$ cat src/rtl/key_entry_pkg.sv
// Shared types and limits for the keypad digit-entry buffer.
package key_entry_pkg;

    typedef enum logic [1:0] {
        ST_IDLE   = 2'd0,
        ST_ENTRY  = 2'd1,
        ST_COMMIT = 2'd2
    } state_e;

    localparam int BCD_MAX  = 9;
    localparam int MAX_HOUR = 23;
    localparam int MAX_MIN  = 59;

endpackage

$ cat src/rtl/bcd_time_check.sv
// Combinational legal-time test on a 4-digit BCD HH:MM value (d3 d2 : d1 d0).
module bcd_time_check
    import key_entry_pkg::*;
#(
    parameter int DIGIT_W = 4
) (
    input  logic [4*DIGIT_W-1:0] digits_i,
    output logic                 legal_o
);

    logic [15:0] hour_w;
    logic [15:0] minute_w;

    always_comb begin
        hour_w   = 16'(digits_i[4*DIGIT_W-1 -: DIGIT_W]) * 16'd10
                 + 16'(digits_i[3*DIGIT_W-1 -: DIGIT_W]);
        minute_w = 16'(digits_i[2*DIGIT_W-1 -: DIGIT_W]) * 16'd10
                 + 16'(digits_i[DIGIT_W-1 -: DIGIT_W]);
        legal_o  = (hour_w <= 16'(MAX_HOUR)) && (minute_w <= 16'(MAX_MIN));
    end

endmodule

$ cat src/rtl/key_entry_buffer.sv
// Keypad digit-entry buffer with backspace/clear, roll/lock overflow and a
// valid/ready commit hand-off. Define KEY_TIME_CHECK_EN to gate commits on a legal HH:MM.
module key_entry_buffer
    import key_entry_pkg::*;
#(
    parameter  int NUM_DIGITS = 4,
    parameter  int DIGIT_W    = 4,
    parameter  int ROLL_MODE  = 1,
    localparam int BUF_W      = NUM_DIGITS * DIGIT_W,
    localparam int CNT_W      = $clog2(NUM_DIGITS + 1)
) (
    input  logic               clk,
    input  logic               reset,
    input  logic [DIGIT_W-1:0] key,
    input  logic               shift,
    input  logic               backspace,
    input  logic               clear,
    input  logic               commit,
    input  logic               commit_ready,
    output logic [BUF_W-1:0]   digits,
    output logic [CNT_W-1:0]   digit_count,
    output logic               full,
    output logic               key_err,
    output logic               commit_valid,
    output logic [BUF_W-1:0]   commit_data
);

    state_e             state_q, state_d;
    logic [BUF_W-1:0]   digits_q, digits_d;
    logic [CNT_W-1:0]   count_q, count_d;
    logic               full_q, full_d;
    logic               key_err_q, key_err_d;
    logic               commit_valid_q, commit_valid_d;
    logic [BUF_W-1:0]   commit_data_q, commit_data_d;

    logic [BUF_W-1:0]   push_w;
    logic [BUF_W-1:0]   pop_w;
    logic               time_ok;

    // push_w: key enters slot 0, everything moves toward MS.
    // pop_w: everything moves toward LS, MS slot refills with 0.
    for (genvar gi = 0; gi < NUM_DIGITS; gi++) begin : g_slot
        if (gi == 0) begin : g_ls
            assign push_w[gi*DIGIT_W +: DIGIT_W] = key;
        end else begin : g_up
            assign push_w[gi*DIGIT_W +: DIGIT_W] = digits_q[(gi-1)*DIGIT_W +: DIGIT_W];
        end
        if (gi == NUM_DIGITS - 1) begin : g_ms
            assign pop_w[gi*DIGIT_W +: DIGIT_W] = '0;
        end else begin : g_dn
            assign pop_w[gi*DIGIT_W +: DIGIT_W] = digits_q[(gi+1)*DIGIT_W +: DIGIT_W];
        end
    end

`ifdef KEY_TIME_CHECK_EN
    if (NUM_DIGITS != 4) begin : g_bad_width
        $error("key_entry_buffer: time check needs NUM_DIGITS == 4");
    end
    bcd_time_check #(.DIGIT_W(DIGIT_W)) u_time_check (
        .digits_i (digits_q[4*DIGIT_W-1:0]),
        .legal_o  (time_ok)
    );
`else
    assign time_ok = 1'b1;
`endif

    always_comb begin
        state_d        = state_q;
        digits_d       = digits_q;
        count_d        = count_q;
        key_err_d      = 1'b0;
        commit_valid_d = commit_valid_q;
        commit_data_d  = commit_data_q;

        if (state_q == ST_COMMIT) begin
            // The buffer is frozen; any strobe here is a user error.
            key_err_d = clear | backspace | shift | commit;
            if (commit_valid_q && commit_ready) begin
                commit_valid_d = 1'b0;
                digits_d       = '0;
                count_d        = '0;
            end
        end else if (clear) begin
            digits_d = '0;
            count_d  = '0;
        end else if (backspace) begin
            if (count_q != '0) begin
                digits_d = pop_w;
                count_d  = count_q - CNT_W'(1);
            end else begin
                key_err_d = 1'b1;
            end
        end else if (shift) begin
            if (int'(key) > BCD_MAX) begin
                key_err_d = 1'b1;
            end else if (!full_q) begin
                digits_d = push_w;
                count_d  = count_q + CNT_W'(1);
            end else if (ROLL_MODE != 0) begin
                digits_d = push_w;
            end else begin
                key_err_d = 1'b1;
            end
        end else if (commit) begin
            if (state_q == ST_IDLE || !time_ok) begin
                key_err_d = 1'b1;
            end else begin
                commit_data_d  = digits_q;
                commit_valid_d = 1'b1;
            end
        end

        if (commit_valid_d) begin
            state_d = ST_COMMIT;
        end else if (count_d == '0) begin
            state_d = ST_IDLE;
        end else begin
            state_d = ST_ENTRY;
        end
        full_d = (count_d == CNT_W'(NUM_DIGITS));
    end

    always_ff @(posedge clk) begin
        if (reset) begin
            state_q        <= ST_IDLE;
            digits_q       <= '0;
            count_q        <= '0;
            full_q         <= 1'b0;
            key_err_q      <= 1'b0;
            commit_valid_q <= 1'b0;
            commit_data_q  <= '0;
        end else begin
            state_q        <= state_d;
            digits_q       <= digits_d;
            count_q        <= count_d;
            full_q         <= full_d;
            key_err_q      <= key_err_d;
            commit_valid_q <= commit_valid_d;
            commit_data_q  <= commit_data_d;
        end
    end

    assign digits       = digits_q;
    assign digit_count  = count_q;
    assign full         = full_q;
    assign key_err      = key_err_q;
    assign commit_valid = commit_valid_q;
    assign commit_data  = commit_data_q;

endmodule

$ cat config.mk
export PLATFORM = sky130hd
export DESIGN_NAME = key_entry_buffer
export DESIGN_NICKNAME = d
export VERILOG_FILES = /design/src/rtl/key_entry_pkg.sv /design/src/rtl/bcd_time_check.sv /design/src/rtl/key_entry_buffer.sv
export SDC_FILE = /design/constraint.sdc
export NUM_CORES = 1
export LEC_CHECK = 0
export BUFFER_PORTS_ARGS = -buffer_cell sky130_fd_sc_hd__buf_2
export CORE_UTILIZATION = 52
export DETAILED_ROUTE_END_ITERATION = 8
export GPL_TIMING_DRIVEN = 0
export HOLD_SLACK_MARGIN = 0.1
export PLACE_DENSITY = 0.79
export SLEW_MARGIN = 20
export SYNTH_ARGS = -nofsm -noshare
export SYNTH_HDL_FRONTEND = slang
export SYNTH_SLANG_ARGS = --single-unit
$ cat constraint.sdc
create_clock -name clk -period 2.4 [get_ports clk]
set_input_delay 0.12 -clock clk [delete_from_list [all_inputs] [get_ports clk]]
set_output_delay 0.12 -clock clk [all_outputs]
set_load 0.01 [all_outputs]
# After elaboration in Yosys (flattened, before gate mapping)
# Index checks and enable logic that the tools add are counted.
[classes]
eq_ne = 5
magnitude_cmp = 1
add_sub_neg = 2
n_bitwise = 8
n_reduce_logical = 8
n_mux = 32
[op_table]
columns = ["operator", "n"]
rows = [
  ["2-to-1 mux 16 bit", 7],
  ["2-to-1 mux 3 bit", 8],
  ["2-to-1 mux 1 bit", 16],
  ["AND reduction 6 bit", 1],
  ["inverter 1 bit", 5],
  ["> comparator 4 bit, second input constant", 1],
  ["inequality test 4 x 1 -> 1 bit, second input constant", 1],
  ["inequality test 4 bit, second input constant", 1],
  ["AND reduction 4 bit", 1],
  ["nonzero test 4 bit", 1],
  ["adder 3 x 1 -> 3 bit, second input constant", 1],
  ["== test 3 bit, second input constant", 1],
  ["logical NOT 3 bit", 1],
  ["OR 1 bit", 3],
  ["nonzero test 3 bit", 1],
  ["subtractor 3 x 1 -> 3 bit, second input constant", 1],
  ["== test 2 bit, second input constant", 1],
  ["logical NOT 2 bit", 1],
  ["2-to-1 mux 2 bit", 1],
  ["inequality test 2 x 1 -> 1 bit, second input constant", 1],
  ["OR reduction 2 bit", 1],
  ["logical AND 1 bit", 1],
]
[word_totals]
register_bits = 40
inputBits = 11
wordCells = 64

# Logic depth before layout (Yosys ltp)
# Gate-level depths: netlist of the first run.
[depth]
depth_word = 10
ltp_mapped = 8

# Worst setup path before layout of the first run
# Ideal clock, no wire load.
[synth_timing]
path_kind = "register -> register"
from = "reg count_q[0], in the netlist digit_count[0]"
to = "reg digits_q[0], in the netlist digits[0]"
stages_incl_launch_ff = 9
path_buffers = 1
required_ps = 2272
synth_period_minus_slack_ps = 1843
arrival_time_ps = 1715
setup_slack_ps = 557
cell_sequence = "dfxtp_1 -> inv_1 -> ha_1 -> nor2b_2 -> and2_1 -> a221oi_2 -> buf_4 -> mux2i_1 -> nor2_1"
[synth_via]
elab_chain_len = 3
[synth_rtl]
columns = ["item", "line", "rtl"]
rows = [
  ["from (decl)", "key_entry_buffer.sv:30", "logic [CNT_W-1:0] count_q, count_d;"],
  ["from (signal assigned)", "key_entry_buffer.sv:135", "count_q <= count_d;"],
  ["nonzero test 3 bit", "key_entry_buffer.sv:87", "if (count_q != '0) begin"],
  ["inequality test 4 x 1 -> 1 bit (no line)", "n/a", ""],
  ["AND reduction 4 bit (no line)", "n/a", ""],
  ["to (signal assigned)", "key_entry_buffer.sv:134", "digits_q <= digits_d;"],
  ["to (decl)", "key_entry_buffer.sv:29", "logic [BUF_W-1:0] digits_q, digits_d;"],
]
# Every way passes these cells.
# A chain may end at the register's enable or synchronous reset.

# Worst setup path in the final report of the first run
[layout_timing]
from = "reg count_q[0], in the netlist digit_count[0]"
to = "reg digits_q[10], in the netlist digits[10]"
# Same word-level chain as after synthesis.

==> summary.txt, run 1 <==
Synth
  – Syn Std Cell Area: 1870 um2
  – Most frequent cells after synthesis: 39 x dfxtp_1, 39 x nand2_1, 30 x nor2_1, 24 x mux2i_1, 22 x a21oi_1
  – #FFs+latches synth: 39
  – Main area contributors after synthesis: dfxtp_1 42%, mux2i_1 13%, nand2_1 7.8%
  – Number of library cell types mapped by synthesis: 41
  – Post-synthesis net count: 234
  – Dominant cell type by area after synthesis: dfxtp_1
  – Syn avg cell area: 8.52 um2
  – Post-Synthesis Cells: 220
  – Number of synthesized flops with an enable pin: 0
  – Synth warn: 0
  – Sequential area share after synthesis: 41.7%
  – Prevailing post-synth register cell: dfxtp_1
  – Synth top area share: 41.7%
  – Post-synth ARST share: 0%

STA
  – FMAX: 0.493 GHz
  – Setup Viol. Count Final: 0
  – Final min period: 2.03 ns
  – Final Skew: 0.0108 ns
  – Final slew viol count: 0
  – Worst rel slew slack: 68.1%
  – Fin. Hold Viols: 0
  – Measured slew at the worst slew-check pin: 0.475 ns
  – Setup Total Neg Slack: 0 ns
  – PnR worst setup slack: 0.372 ns
  – RSZ-0062 raised after global routing: false
  – Final worst path period share: 84.5%

Final layout
  – Sequential cell area: 781 um2
  – Fin util: 66.8%
  – Layout net count: 289
  – Diode count: 0
  – Share of cells above drive strength 1: 26.8%
  – Filler cell count: 306
  – Area of the multi-input gates: 998 um2
  – Layout area overhead: 20.8%

Die
  – Die area: 3850 um2
  – Die width: 62.0 um
  – Std-Cell Rows: 21
  – CORE AREA: 3390 um2
  – Chip height: 62.0 um
  – Ports: 49
  – Initial core utilization: 55.3%

Place
  – HPWL Detailed: 3120 um
  – Setup WS pre-CTS: 0.421 ns
  – Buffers on Ports: 47
  – GPL Wtd Cong: 0.803

Worst hold path
  – Worst hold endpoint: key_err
  – Hold Crit Depth: 3
  – Min-delay src: commit
  – Worst Hold Class: in -> reg

Outcome
  – Status: finished, final reports clean

Clock tree
  – Root Driver: clkbuf_4
  – Resized cells post-CTS: 0
  – CTS Sinks: 39
  – Max clock buf depth: 2
  – Post-CTS Setup Inserts: 0
  – Clock latency on the worst-skew pair: 0.35 ns
  – H-tree levels: 2
  – Clk pin slew, worst setup/hold paths: 0.12 ns
  – CTS tree: yes
  – TritonCTS buffer count: 5

Critical path
  – Worst r2r dst: digits[10]
  – R2r startpoint: digit_count[0]
  – Req. time, crit path: 2.62 ns
  – Arrival @ worst endpoint: 2.25 ns
  – Worst-path cell chain: inv_1 > ha_1 > nor2b_2 > and2_1 > a221oi_2 > buf_4 > mux2i_1 > nor2_1
  – Dominant delay contributor by cell family on the critical path: flip-flops
  – CP Max Fanout: 10
  – Worst reg-to-reg path cell count: 8
  – Worst path slowest cell: dfxtp_1
  – CP Capture Type: flip-flop
  – FF-to-FF setup slack: 0.37 ns
  – Worst stage delay on the critical path: 0.45 ns
  – Sum of buffers and inverters on the critical path: 2
  – Critical path launch point type: flip-flop
  – Crit Path Category: reg -> reg

Drt
  – Via count: 1735
  – Drt initial violations: 100
  – Drt via density: 5.39
  – DRC Markers: 0
  – Routed Antenna Nets: 0
  – DR WL/cell: 13.2 um
  – Drt total wl: 4240 um
  – 1st-pass router iterations: 4

GRT
  – Largest net degree at the start of global routing: 13
  – Gr usage total: 23.6%
  – First-pass GRT wire length: 6580 um
  – Initial antenna violation count: 0
  – GRT overflow: 0
  – Vias in the first global route: 1412

Pwr
  – Leakage: 1.05 nW
  – Power per cell area: 563 nW/um2
  – Peak supply drop: 0.000348 V

Job
  – Max Cap Viol: 0
[layout by cell type, fill, tap and decap left out, types with 2 or more instances in the layout]
cell / instances
clkbuf_1: 6
nand3_1: 8
inv_1: 5
dfxtp_1: 39
nand2b_1: 5
clkbuf_4: 5
o21ai_0: 4
nor2_1: 30
buf_4: 2
a221oi_2: 2
mux2i_1: 24
clkbuf_8: 2
a21oi_1: 22
ha_1: 3
nor3_2: 2
nand3b_1: 2
nand2_1: 39
buf_2: 49
[layer usage]
layer | track usage (%) | share of wire [%]
met5 | 0 | 0
met4 | 8.25 | 1.3
met3 | 6.42 | 6.0
met2 | 36.0 | 46
met1 | 32.0 | 47
[metrics by stage]
stage / total power [W] / cells / hold WS [ns] / cell area (um2)
after floorplan: 0.000781 / 220 / 0.319 / 1870
after CTS: 0.00128 / 322 / 0.114 / 2260
final: 0.00127 / 322 / 0.123 / 2260
after global routing: 0.00132 / 322 / 0.145 / 2260
after detailed placement: 0.000823 / 313 / 0.359 / 2170
after global placement: 0.000822 / 313 / 0.360 / 2170
[report_power, final]
part	internal [W]	total [W]	switching, W
Sequential	0.000655	0.000664	0.00000904
Clock	0.000246	0.000464	0.000217
Combinational	0.0000650	0.000147	0.0000824
Total	0.000966	0.00127	0.000309
[layout make-up]
type / count / area share, %
Sequential cell: 39 / 34.5
Tap cell: 46 / 2.54
Buffer: 12 / 3.21
Inverter: 6 / 0.995
Clock buffer: 6 / 2.27
Clock inverter: 2 / 1.55
Timing Repair Buffer: 48 / 10.8
Multi-Input combinational cell: 163 / 44.1
[cells by family after synthesis]
kind of cell / count (synthesis) / synth area share [%]
buf+inv: 18 / 5.07
fa+ha+maj: 3 / 2.00
compound gates: 37 / 13.1
flops: 39 / 41.7
simple gates: 99 / 25.4
mux: 24 / 12.8
[registers in the layout, summed over array words and instances (netlist names)]
signal       cells
key_err          1
full             1
commit_data     16
state_q          2
digits          16
digit_count      3
[repair_timing]
item | CTS | global route
endpoints found under the setup margin | 0 | 0
hold buffers | 1 | 0
hold endpoints to repair | 9 | 0
[how the worst max path moves through the flow]
stage / startpoint / endpoint / cells past startpoint
global route: digit_count[0] / digits[7] / 8
floorplan: digit_count[0] / digits[0] / 8
CTS: digit_count[0] / digits[10] / 8
global placement: digit_count[0] / digits[9] / 8
detailed placement: digit_count[0] / digits[5] / 8
finish: digit_count[0] / digits[10] / 8
[worst register-to-register path, stage by stage (launching register included)]
cell      delay [ns]
dfxtp_1         0.45
inv_1           0.09
ha_1            0.21
nor2b_2         0.17
and2_1          0.18
a221oi_2        0.28
buf_4           0.25
mux2i_1         0.22
nor2_1          0.05
Power figures use the tool's default switching activity.
==> run 2, diff against run 1 <==
- ABC_AREA: not set -> 1
- CORE_UTILIZATION: 52 -> 47
- PLACE_DENSITY: 0.79 -> 0.75
- clock period: 2.4 -> 1.7 ns (I/O delays scaled with it)
==> summary.txt, run 2 <==
Outcome
  – Status: finished, final reports clean

Worst hold path
  – Worst Hold Class: in -> reg

STA
  – Final min period: 1.60 ns (-0.429 ns)
  – WHS: 0.104 ns (-0.0193 ns)
  – FMAX: 0.625 GHz (+27%)
  – Final slew viol count: 0 (unchanged)
  – Fin. Hold Viols: 0 (unchanged)
  – PnR worst setup slack: 0.101 ns (-0.271 ns)
  – Measured slew at the worst slew-check pin: 0.479 ns (+0.00364 ns)
  – Final worst path period share: 94.1% (+9.6 points)
  – RSZ-0062 raised after global routing: true
  – Setup Viol. Count Final: 0 (unchanged)
  – Worst rel slew slack: 67.7% (-0.41 points)
  – Final Skew: 0.00382 ns (-0.00700 ns)

Synth
  – #FFs+latches synth: 39 (unchanged)
  – Top-count cell post-synth: nor2_1
  – Number of synthesized flops with an enable pin: 0 (unchanged)
  – Post-Synthesis Cells: 261 (+19%)
  – Syn Std Cell Area: 1850 um2 (-1.4%)
  – Main area contributors after synthesis: dfxtp_1 42%, nor2_1 11%, nand2_1 9.5%
  – Post-synth ARST share: 0% (unchanged)
  – Synth top area share: 42.2% (+0.59 points)
  – Post-synthesis net count: 275 (+18%)
  – Number of library cell types mapped by synthesis: 24 (-41%)
  – Dominant cell type by area after synthesis: dfxtp_1
  – Prevailing post-synth register cell: dfxtp_1
  – Most frequent cells after synthesis: 55 x nor2_1, 47 x nand2_1, 39 x dfxtp_1, 34 x o21ai_0, 22 x a21oi_1
  – Synth warn: 0 (unchanged)
  – Syn avg cell area: 7.08 um2 (-17%)
  – Sequential area share after synthesis: 42.2% (+0.59 points)

GRT
  – Vias in the first global route: 1555 (+10%)
  – First-pass GRT wire length: 7490 um (+14%)
  – Largest net degree at the start of global routing: 13 (unchanged)
  – Gr usage total: 23.4% (-0.25 points)
  – GRT overflow: 0 (unchanged)
  – Initial antenna violation count: 0 (unchanged)

Critical path
  – Req. time, crit path: 1.89 ns (-0.73 ns)
  – CP Max Fanout: 10 (unchanged)
  – Worst-path cell chain: inv_2 > nand2_2 > inv_2 > or2_1 > buf_6 > nor2_8 > nand2_4 > nand3_4 > inv_4 > buf_12 > nor2_2 > nor2_1
  – CP Capture Type: flip-flop
  – Critical Path Most Common Cell: inv_2
  – Worst path slowest cell: dfxtp_2
  – Worst stage delay on the critical path: 0.35 ns (-0.10 ns)
  – Critical path launch point type: flip-flop
  – Crit Path Category: reg -> reg
  – Arrival @ worst endpoint: 1.79 ns (-0.46 ns)

Final layout
  – Diode count: 0 (unchanged)
  – Layout net count: 332 (+15%)
  – Commonest cells after routing, fill and taps aside: 55 x nor2_1, 48 x buf_2, 47 x nand2_1
  – Layout area overhead: 22.5%
  – Commonest non-fill, non-tap cell in the layout: nor2_1
  – Filler cell count: 367 (+20%)
  – Fin cells: 367 (+14%)
  – Fin util: 60.9% (-5.8 points)
  – Share of cells above drive strength 1: 27.3% (+0.46 points)

Die
  – Ports: 49 (unchanged)
  – Die width: 64.7 um (+4.3%)
  – Initial core utilization: 49.7% (-5.6 points)
  – Std-Cell Rows: 22 (+4.8%)
  – CORE AREA: 3720 um2 (+9.6%)
  – Die area: 4190 um2 (+8.8%)
  – Chip height: 64.7 um (+4.3%)

Pwr
  – Peak supply drop: 0.000630 V (+81%)
  – Total power: 0.00195 W (+53%)
  – Power per cell area: 859 nW/um2 (+53%)
  – Leakage: 1.13 nW (+7.4%)

Place
  – Placed Cells: 356 (+14%)
  – GPL Wtd Cong: 0.876 (+9.1%)
  – Setup WS pre-CTS: 0.0217 ns (-0.399 ns)
  – HPWL Detailed: 3170 um (+1.6%)
  – Buffers on Ports: 47 (unchanged)

Drt
  – Via count: 1868 (+7.7%)
  – Drt total wl: 4450 um (+5.0%)
  – Drt initial violations: 148 (+48%)
  – 1st-pass router iterations: 4 (unchanged)
  – Routed Antenna Nets: 0 (unchanged)
  – Drt via density: 5.09 (-5.5%)
  – DRC Markers: 0 (unchanged)
  – DR WL/cell: 12.1 um (-7.9%)

Clock tree
  – Hold buffer count at CTS: 0 (-1)
  – Max clock buf depth: 2 (unchanged)
  – TritonCTS buffer count: 5 (unchanged)
  – H-tree levels: 2 (unchanged)
  – Clock latency on the worst-skew pair: 0.29 ns (-0.06 ns)
  – Clk pin slew, worst setup/hold paths: 0.08 ns (-0.04 ns)
  – CTS tree: yes
  – CTS Sinks: 39 (unchanged)
  – Root Driver: clkbuf_8

Job
  – Max Cap Viol: 0 (unchanged)
==> run 2: metal layers <==
layer  share of wire, %  global-route usage [%]
met3                4.9                    5.63
met2                 46                    36.5
met1                 48                    31.8
met5                  0                       0
met4                1.1                    6.39
==> run 2: power breakdown <==
group | switching (W) | internal, W
logic | 0.000198 | 0.000133
registers | 0.0000488 | 0.000957
clock network | 0.000323 | 0.000287
total | 0.000570 | 0.00138
==> run 2: kinds of logic after synthesis <==
family | share of synthesized area (%)
DFF | 42.2
AOI/OAI and AO/OA | 15.6
adders and majority gates | 2.03
and+or+nand+nor | 32.8
buffers and inverters | 7.31
==> run 2: metrics by stage <==
step                setup TNS (ns)  instance area [um2]
floorplan                        0                 1850
global placement                 0                 2140
detailed placement               0                 2140
CTS                              0                 2230
finish                           0                 2260
global route               -0.0363                 2260
==> run 2: worst max-delay path, delay by kind of cell (launching register included) <==
kind                   cells  cell delay, ns
AND/OR/NAND/NOR            7            0.68
buffers and inverters      5            0.46
flip-flops                 1            0.35
==> run 2: final timing paths <==
kind / slack [ns] / end / startpoint / cells after the start
max: 0.10 / digits[6] / state_q[0] / 12
max reg2reg: 0.10 / digits[6] / state_q[0] / 12
min: 0.10 / state_q[1] / commit_ready / 4
min reg2reg: 0.51 / commit_data[3] / commit_data[3] / 2
==> run 2: cell type report <==
type / instances / area [um2] / share of cell area (%)
timing repair buffer: 50 / 258 / 11.4
clock buffer: 6 / 72.6 / 3.20
tap: 48 / 60.1 / 2.65
inverter: 15 / 58.8 / 2.60
clock inverter: 2 / 12.5 / 0.552
sequential: 39 / 785 / 34.6
buffer: 13 / 86.3 / 3.81
multi-input combinational: 194 / 932 / 41.2
==> run 2: repair_timing <==
item                       in CTS  in global routing
buffers inserted                0                  3
resized for setup               0                 10
hold endpoints to repair        0                  0
setup endpoints to repair       0                 22
==> run 3, diff against run 2 <==
- ABC_AREA: 1 -> not set
- PLACE_DENSITY: 0.75 -> 0.8
==> summary.txt, run 3 (same netlist as run 1, synthesis figures left out) <==
Place
  – Buffers on Ports: 47 (unchanged)
  – Placement Cell Area: 2180 um2 (+1.9%)
  – Setup WS pre-CTS: -0.138 ns (-0.160 ns)
  – HPWL Detailed: 3180 um (+0.20%)
  – GPL Wtd Cong: 0.830 (-5.2%)

Final layout
  – Fin util: 66.0% (+5.0 points)
  – Area of the multi-input gates: 1060 um2 (+13%)
  – Layout area overhead: 31.8%
  – Layout net count: 298 (-10%)
  – Fin area: 2470 um2 (+9.1%)
  – Sequential cell area: 790 um2 (+0.64%)
  – Share of cells above drive strength 1: 33.0% (+5.7 points)
  – Filler cell count: 307 (-16%)
  – Commonest cells after routing, fill and taps aside: 49 x buf_2, 39 x nand2_1, 36 x dfxtp_1
  – Commonest non-fill, non-tap cell in the layout: buf_2
  – Diode count: 0 (unchanged)

GRT
  – Largest net degree at the start of global routing: 13 (unchanged)
  – Gr usage total: 22.8% (-0.59 points)
  – First-pass GRT wire length: 7500 um (about the same)
  – Vias in the first global route: 1540 (-0.96%)
  – GRT overflow: 0 (unchanged)
  – Initial antenna violation count: 0 (unchanged)

Clock tree
  – Clock latency on the worst-skew pair: 0.29 ns (about the same)
  – Max clock buf depth: 2 (unchanged)
  – Clk pin slew, worst setup/hold paths: 0.08 ns (about the same)
  – CTS tree: yes
  – Root Driver: clkbuf_8
  – TritonCTS buffer count: 5 (unchanged)
  – H-tree levels: 2 (unchanged)
  – CTS Sinks: 39 (unchanged)

Worst hold path
  – Worst Hold Class: in -> reg
  – Min-delay src: commit
  – Hold Crit Depth: 3 (-1)
  – Worst hold endpoint: key_err

Drt
  – Routed Antenna Nets: 0 (unchanged)
  – DR WL/cell: 14.3 um (+18%)
  – Drt via density: 5.45 (+7.1%)
  – 1st-pass router iterations: 4 (unchanged)
  – Via count: 1816 (-2.8%)
  – Drt initial violations: 150 (+1.4%)
  – Drt total wl: 4750 um (+6.8%)
  – DRC Markers: 0 (unchanged)

STA
  – Setup Viol. Count Final: 8 (+8)
  – Final worst path period share: 102% (+7.5 points)
  – Worst rel slew slack: 65.3% (-2.5 points)
  – Fin. Hold Viols: 0 (unchanged)
  – Final Skew: 0.00959 ns (+0.00577 ns)
  – PnR worst setup slack: -0.0260 ns (-0.127 ns)
  – Final min period: 1.73 ns (+0.127 ns)
  – Final slew viol count: 0 (unchanged)
  – FMAX: 0.579 GHz (-7.4%)
  – Measured slew at the worst slew-check pin: 0.521 ns (+0.0419 ns)
  – WHS: 0.153 ns (+0.0496 ns)
  – RSZ-0062 raised after global routing: true

Job
  – Max Cap Viol: 0 (unchanged)

Critical path
  – Critical path launch point type: flip-flop
  – Worst stage delay on the critical path: 0.37 ns (+0.02 ns)
  – CP Capture Type: flip-flop
  – Worst r2r dst: digits[1]
  – Critical Path Start: digit_count[0]
  – CP Max Fanout: 5 (-5)
  – Crit Path Category: reg -> reg
  – Req. time, crit path: 1.86 ns (-0.03 ns)
  – FF-to-FF setup slack: -0.03 ns (-0.13 ns)
  – R2r startpoint: digit_count[0]
  – Worst-path cell chain: inv_4 > ha_4 > nor2b_4 > and2_4 > a221oi_4 > buf_6 > buf_8 > mux2i_1 > nor2_1
  – Worst reg-to-reg path cell count: 9 (-3)
  – Worst path slowest cell: dfxtp_4
  – Arrival @ worst endpoint: 1.89 ns (+0.10 ns)

Pwr
  – Leakage: 1.14 nW (+0.84%)
  – Peak supply drop: 0.000385 V (-39%)
  – Total power: 0.00206 W (+5.8%)
  – Power per cell area: 834 nW/um2 (-3.0%)

Outcome
  – Status: finished with violations
  – Failing checks: negative setup slack

Die
  – Ports: 49 (unchanged)
  – Initial core utilization: 50.1% (+0.34 points)
  – Std-Cell Rows: 22 (unchanged)
  – CORE AREA: 3740 um2 (+0.74%)
  – Die area: 4240 um2 (+1.4%)
  – Die width: 65.2 um (+0.69%)
  – Chip height: 65.2 um (+0.69%)
[run 3: cell count changes in the layout (fill, tap and decap cells not counted), moves of 6 or more]
| cell | delta |
|---|---|
| inv_1 | -6 |
| nor2_2 | -8 |
| mux2i_1 | +24 |
| o21ai_0 | -27 |
| nor2_1 | -27 |
| nand2_1 | -8 |
[run 3: stage by stage]
step	setup TNS [ns]	instances
floorplan	0	220
global placement	-1.15	315
detailed placement	-1.84	315
CTS	-0.405	331
global route	-0.983	333
finish	-0.0655	333
[run 3: critical path, delay by kind of cell, from the launching register on]
family                     cells  cell delay (ns)
AOI/OAI and AO/OA              1             0.22
adders and majority gates      1             0.14
buffers and inverters          3             0.33
DFF                            1             0.37
muxes                          1             0.20
and+or+nand+nor                3             0.34
[run 3: area by class of cell]
type / instances / share of cell area (%)
buffer: 12 / 3.39
sequential: 39 / 32.0
tap: 48 / 2.43
inverter: 6 / 1.11
clock buffer: 7 / 3.95
timing repair buffer: 57 / 13.1
multi-input combinational: 163 / 42.8
clock inverter: 1 / 1.22
[run 3: what timing repair did]
item,CTS,global route
pin swaps,3,1
setup endpoints to repair,17,20
resized for setup,11,13
hold endpoints to repair,9,0
buffers inserted,5,2
hold buffers,1,0
cloned,2,0
[run 3: how the worst max path moves through the flow]
stage	cells after the start	end	slack [ns]
floorplan	8	digits[0]	0.01
global route	9	digits[1]	-0.11
global placement	8	digits[3]	-0.09
finish	9	digits[1]	-0.03
detailed placement	8	digits[10]	-0.14
CTS	8	digits[1]	-0.06
[run 3: per-layer routing]
layer	vias to the layer above	GRT usage, %	part of all wire (%)
li1	875	-	-
met3	2	3.82	6.5
met2	81	37.1	47
met5	-	0	0
met1	858	31.2	46
met4	0	5.71	0.34
[run 3: report_power, final]
part / internal, W / switching (W)
Sequential: 0.000923 / 0.0000146
Combinational: 0.000131 / 0.000137
Clock: 0.000528 / 0.000325
